## src/rtl/cp0_int_ctrl.sv

```systemverilog
// Coprocessor-0 interrupt/exception controller: masks six level-sensitive IRQ lines,
// raises one exception request to the pipeline and holds SR/Cause/EPC for mfc0/mtc0.
module cp0_int_ctrl #(
  parameter logic [31:0] PRID       = 32'h0000_4D49,
  parameter logic [31:0] HANDLER_PC = 32'h0000_4180
) (
  input  logic        clk,
  input  logic        reset,
  input  logic [4:0]  A1,
  input  logic [4:0]  A2,
  input  logic [31:0] DIn,
  input  logic        WE,
  input  logic [31:0] PC,
  input  logic        BD,
  input  logic [4:0]  ExcCodeIn,
  input  logic [5:0]  HWInt,
  input  logic        EXLClr,
  output logic        IntReq,
  output logic [31:0] EPC,
  output logic [31:0] DOut,
  output logic [31:0] Handler
);

  localparam logic [4:0] REG_SR    = 5'd12;
  localparam logic [4:0] REG_CAUSE = 5'd13;
  localparam logic [4:0] REG_EPC   = 5'd14;
  localparam logic [4:0] REG_PRID  = 5'd15;

  logic [5:0]  im_q, im_d;
  logic        exl_q, exl_d;
  logic        ie_q, ie_d;
  logic        bd_q, bd_d;
  logic [5:0]  ip_q, ip_d;
  logic [4:0]  exc_code_q, exc_code_d;
  logic [29:0] epc_q, epc_d;

  logic        int_pend;
  logic        exc_pend;
  logic        int_req;
  logic [31:0] pc_ret;
  logic [31:0] sr_word;
  logic [31:0] cause_word;
  logic [31:0] epc_word;
  logic        unused_pc_bits;

  // An instruction in a delay slot restarts at its branch, one word earlier.
  always_comb begin
    int_pend = (|(HWInt & im_q)) & ie_q & ~exl_q;
    exc_pend = (ExcCodeIn != 5'd0) & ~exl_q;
    int_req  = int_pend | exc_pend;
    pc_ret   = BD ? (PC - 32'd4) : PC;
  end

  assign unused_pc_bits = ^pc_ret[1:0];

  always_comb begin
    im_d       = im_q;
    exl_d      = exl_q;
    ie_d       = ie_q;
    bd_d       = bd_q;
    ip_d       = HWInt;
    exc_code_d = exc_code_q;
    epc_d      = epc_q;
    if (int_req) begin
      exl_d      = 1'b1;
      bd_d       = BD;
      exc_code_d = int_pend ? 5'd0 : ExcCodeIn;
      epc_d      = pc_ret[31:2];
    end else if (EXLClr) begin
      exl_d = 1'b0;
    end else if (WE) begin
      case (A2)
        REG_SR: begin
          im_d  = DIn[15:10];
          exl_d = DIn[1];
          ie_d  = DIn[0];
        end
        REG_EPC: epc_d = DIn[31:2];
        default: ;
      endcase
    end else begin
      exl_d = exl_q;
    end
  end

  always_ff @(posedge clk) begin
    if (reset) begin
      im_q       <= 6'd0;
      exl_q      <= 1'b0;
      ie_q       <= 1'b0;
      bd_q       <= 1'b0;
      ip_q       <= 6'd0;
      exc_code_q <= 5'd0;
      epc_q      <= 30'd0;
    end else begin
      im_q       <= im_d;
      exl_q      <= exl_d;
      ie_q       <= ie_d;
      bd_q       <= bd_d;
      ip_q       <= ip_d;
      exc_code_q <= exc_code_d;
      epc_q      <= epc_d;
    end
  end

  // Reads see the pre-edge register contents; no write bypass.
  always_comb begin
    sr_word    = {16'd0, im_q, 8'd0, exl_q, ie_q};
    cause_word = {bd_q, 15'd0, ip_q, 3'd0, exc_code_q, 2'd0};
    epc_word   = {epc_q, 2'b00};
    case (A1)
      REG_SR:    DOut = sr_word;
      REG_CAUSE: DOut = cause_word;
      REG_EPC:   DOut = epc_word;
      REG_PRID:  DOut = PRID;
      default:   DOut = 32'd0;
    endcase
  end

  assign IntReq  = int_req;
  assign EPC     = epc_word;
  assign Handler = HANDLER_PC;

endmodule

```

## config.mk

```make
export PLATFORM = sky130hd
export DESIGN_NAME = cp0_int_ctrl
export DESIGN_NICKNAME = d
export VERILOG_FILES = /design/src/rtl/cp0_int_ctrl.sv
export SDC_FILE = /design/constraint.sdc
export NUM_CORES = 1
export LEC_CHECK = 0
export CAP_MARGIN = 0
export CORE_UTILIZATION = 35
export CTS_BUF_LIST = sky130_fd_sc_hd__clkbuf_8 sky130_fd_sc_hd__clkbuf_16
export CTS_CLUSTER_SIZE = 12
export DETAILED_ROUTE_END_ITERATION = 12
export GPL_TIMING_DRIVEN = 0
export PLACE_DENSITY = 0.77
export SLEW_MARGIN = 20
export SYNTH_ARGS = -nofsm -noshare
export SYNTH_HDL_FRONTEND = slang
export SYNTH_SLANG_ARGS = --single-unit
```

## constraint.sdc

```tcl
create_clock -name clk -period 1.8 [get_ports clk]
set_input_delay 0.18 -clock clk [delete_from_list [all_inputs] [get_ports clk]]
set_output_delay 0.18 -clock clk [all_outputs]
set_load 0.05 [all_outputs]
```

After elaboration in Yosys (flattened, before gate mapping)
Index checks and enable logic that the tools add are counted.

cells by class
  add/subtract/negate cells = 1
  eq/ne operators = 7
  mux-type cells = 11
  bitwise gates (word level) = 8
  reductions and logical operators = 9

operators by type and width
  cell                                                                     count
  32-bit one-hot mux with 4 select lines                                   1
  30-bit two-way mux                                                       4
  32-bit two-way mux                                                       1
  32-bit by 3-bit subtractor with 32-bit output, second input constant     1
  5-bit by 4-bit == test with 1-bit output, second input constant          6
  6-bit AND                                                                1
  3-bit nonzero test                                                       2
  6-bit OR reduction                                                       1
  5-bit two-way mux                                                        1
  5-bit nonzero test                                                       1
  1-bit two-way mux                                                        4
  4-bit AND reduction                                                      1
  2-bit nonzero test                                                       2
  1-bit AND                                                                3
  1-bit NOT                                                                3
  3-bit AND reduction                                                      1
  2-bit by 1-bit inequality test with 1-bit output, second input constant  1
  2-bit AND reduction                                                      1
  1-bit OR                                                                 1

word-level totals
  register bits after elaboration = 50
  bits of input ports = 90
  output and inout port bits = 97
  logic and storage cells = 43

Depth between registers and ports, before layout
  depth in word-level cells = 7
  gate-level depth with buffers = 7

Least setup slack after synthesis
No wires, ideal clock.

  path type = input-to-output
  from = in A1[1]
  to = out DOut[1]
  arrival = 2,113 ps
  data required time = 1,620 ps
  path slack = -493 ps
  stages on the path = 3
  path through = clkbuf_1 clkbuf_1 nor4_1

on the way
  longest elaborated chain between the ends = 2
  elaborated cells between the ends (all ways) = 5
  classes of those cells = eq/ne (4); mux (1)

ends and longest elaborated chain
  item                                        line  text
  from (decl)                                 9     input logic [4:0] A1,
  5-bit by 4-bit == test with 1-bit output    111   case (A1)
  32-bit one-hot mux with 4 select lines (*)  111
  to (decl)                                   20    output logic [31:0] DOut,

Every way passes the cells marked *; elsewhere a longest branch is shown, timed or not.

Worst setup path in the final report
  from = in HWInt[3]
  to = out IntReq

on the way
  longest elaborated chain between the ends = 5

ends and longest elaborated chain
  item                    line  text
  from (decl)             16    input logic [5:0] HWInt,
  6-bit AND               48    int_pend = (|(HWInt & im_q)) & ie_q & ~exl_q;
  6-bit OR reduction      48
  1-bit AND (2 in a row)  48
  1-bit OR                50    int_req = int_pend | exc_pend;
  to (decl)               18    output logic IntReq,

No other way between the ends.

==> flow_summary.ini <==
[critical_path]
r2r_end = epc_q[10]
cp_cell_sequence = clkdlybuf4s50_1, a22o_1, o311ai_2, and2_4, inv_4, buf_8, clkbuf_16, buf_12
rr_startpoint = im_q[3]
rr_worst_depth = 9
crit_slowest_cell = clkdlybuf4s50_1
regToRegSetupSlack_ps = -180
end_kind = output port
critical_path.max_stage_delay_ps = 440
cp-endpoint = IntReq
critPathLaunch = HWInt[3]
worstPathMaxFanout = 3
criticalPathCategory = input pin to output port
cp_data_required_time_ps = 1620
arrival_ps = 1910
start_kind = input pin

[power]
p_per_area_mw_per_mm2 = 563
p_leak_nw = 2.49
vdd.ir_drop.worst_mv = 0.353

[sta]
finalSetupViolCount = 28
worstMarginPinSlew_ps = 729
fmax_mhz = 479
slew_headroom = 0.514
period_minus_slack_ps = 2090
fin_setup_tns_ps = -2690
rsz0062_at_grt = yes
finalCritPeriodShare = 1.16
slew_viol_final = 0
hold_violations = 0
skew_ps = 15.9
worst_slack_ps = -290

[clock_network]
htree_levels = 2
clk_latency_ps = 310
tritoncts.num_buffers = 5
clock_sinks = 50
clk_pin_slew_ps = 100
clock_path_buffers = 2
cts-root-buf = clkbuf_8
cts_tree = done

[route]
vias = 3853
initialDrtViolationCount = 169
drtPass1Iterations = 4
wire_per_inst_um = 17.1
wl_um = 12900
vias_per_cell = 5.10
antenna_left = 0
route.detailed.drc = 0

[placement]
gp_congestion = 0.903
dpl.hpwl_um = 9010
numPortBuffers = 148
place_area_mm2 = 0.00525

[worst_hold_path]
hold_start = BD
hold_path.class = input pin to register

[yosys]
ys_ff_latch = 50
synth_area_leader_cell = dfxtp_1
synth_area_leaders = dfxtp_1 (30%), a211oi_1 (11%), buf_4 (7.8%), nor2b_1 (6.6%), xnor2_1 (5.4%)
yosys.area.top_type_share = 0.296
synthFlopType = dfxtp_1
synth_cell_types = 45
synth_edf_count = 0
yosysWarningCount = 0
syn_area_mm2 = 0.00339
synthCells = 410
synth_common_cells = a211oi_1 (50), dfxtp_1 (50), nor2_1 (37)
avgSynthCellArea_um2 = 8.26
yosysSeqAreaShare = 0.296
async_flop_share = 0

[die]
core_area_mm2 = 0.00933
rows = 35
num_io_pins = 187
die_w_um = 100
die_h_um = 100
initial_utilization = 0.363
die_area_mm2 = 0.0101

[finish]
fin_nets = 716
regArea_mm2 = 0.00100
diodes = 0
finalInstanceArea_mm2 = 0.00603
multi_input_area_mm2 = 0.00250
area_growth_syn_to_layout_pct = 78.1
drive_above_1_share = 0.327
fill_cells = 761

[status]
violations = negative setup slack
status = finished, violations left

[grt]
grt_pass1_vias = 3803
grt_max_degree = 17
grt.total_usage = 0.233
antenna_found_initial = 0
overflow = 0
grt_pass1_wl_um = 18400

[run]
cap_violations = 0
==> power breakdown <==
part / total (mW) / leakage [nW] / switching [mW] / internal (mW)
combinational: 1.42 / 2.02 / 0.824 / 0.594
clock: 0.730 / 0.0514 / 0.412 / 0.318
sequential: 1.25 / 0.416 / 0.0621 / 1.19
==> placed cells by master, fill, tap and decap left out, drive strengths merged, types with 4 or more instances in the layout <==
cell type / synthesis / final
nor2: 37 / 37
clkdlybuf4s50: 0 / 88
nor4: 10 / 10
or3: 10 / 10
and2: 18 / 18
xnor2: 21 / 21
inv: 4 / 4
nor3: 13 / 13
a21oi: 12 / 12
xor2: 7 / 7
dfxtp: 50 / 50
mux2i: 18 / 18
dlygate4sd2: 0 / 15
a211oi: 55 / 55
nand3: 5 / 5
buf: 41 / 100
nor2b: 36 / 36
o21ai: 4 / 4
a22oi: 4 / 4
dlymetal6s2s: 0 / 10
or4: 7 / 7
nand2: 12 / 12
conb: 2 / 34
clkbuf: 21 / 27
==> worst min-delay path by stage <==
stage	end	slack, ps	cells past startpoint
2_1_floorplan	ip_q[0]	310	1
3_3_place_gp	exc_code_q[1]	440	2
4_1_cts	bd_q	230	3
5_1_grt	bd_q	240	3
6_report	bd_q	240	3
3_5_place_dp	exc_code_q[1]	440	2
==> metal layers <==
| layer | vias up | global-route usage | wire length [um] |
|---|---|---|---|
| met5 | - | 0 | 0 |
| met4 | 0 | 0.0725 | 263 |
| met3 | 21 | 0.0383 | 746 |
| met2 | 156 | 0.423 | 6530 |
| met1 | 1853 | 0.279 | 5350 |
| li1 | 1823 | - | - |
==> registers in the layout, summed over array words and instances (netlist names) <==
name,count
exl_q,1
exc_code_q,5
im_q,6
ip_q,6
epc_q,30
ie_q,1
bd_q,1
==> worst max-delay path: cells and delay by family <==
family	cells	cell delay, ps
compound gates	2	610
buf+inv	5	870
simple gates	1	230
==> cell type report <==
| type | count | share of cell area |
|---|---|---|
| flip-flops and latches | 50 | 0.166 |
| inverters | 4 | 0.00290 |
| well taps | 129 | 0.0268 |
| multi-input cells | 326 | 0.415 |
| clock buffers | 6 | 0.0137 |
| repair buffers | 177 | 0.290 |
| plain buffers | 61 | 0.0832 |
| clock inverters | 2 | 0.00290 |
==> cells by family (layout without fill, tap and decap cells) <==
| logic type | Yosys count | in the layout | synth area share |
|---|---|---|---|
| flip-flops | 50 | 50 | 0.296 |
| adder cells (fa/ha/maj) | 1 | 1 | 0.00369 |
| multiplexers | 18 | 18 | 0.0532 |
| other | 2 | 34 | 0.00222 |
| XOR/XNOR | 28 | 28 | 0.0724 |
| AND/OR/NAND/NOR | 161 | 161 | 0.274 |
| AO/OA/AOI/OAI | 84 | 84 | 0.184 |
| buffers and inverters | 66 | 250 | 0.115 |
==> per-stage QoR <==
stage | hold slack (ps) | worst slack (ps) | util | power (mW) | cells
after detailed placement | 442 | -1720 | 0.563 | 2.49 | 719
after global placement | 439 | -1710 | 0.563 | 2.47 | 719
after floorplan | 308 | -17.8 | - | 2.03 | 442
final | 240 | -290 | 0.647 | 3.40 | 755
after CTS | 231 | -251 | 0.612 | 3.28 | 746
after global routing | 244 | -329 | 0.647 | 3.54 | 755
==> timing repair <==
item	CTS	global route
hold buffers	0	0
gates resized for setup	280	66
gates cloned	1	3
endpoints found under the setup margin	77	70
pin swaps	14	13
setup buffers	19	6
Power figures use the tool's default switching activity.
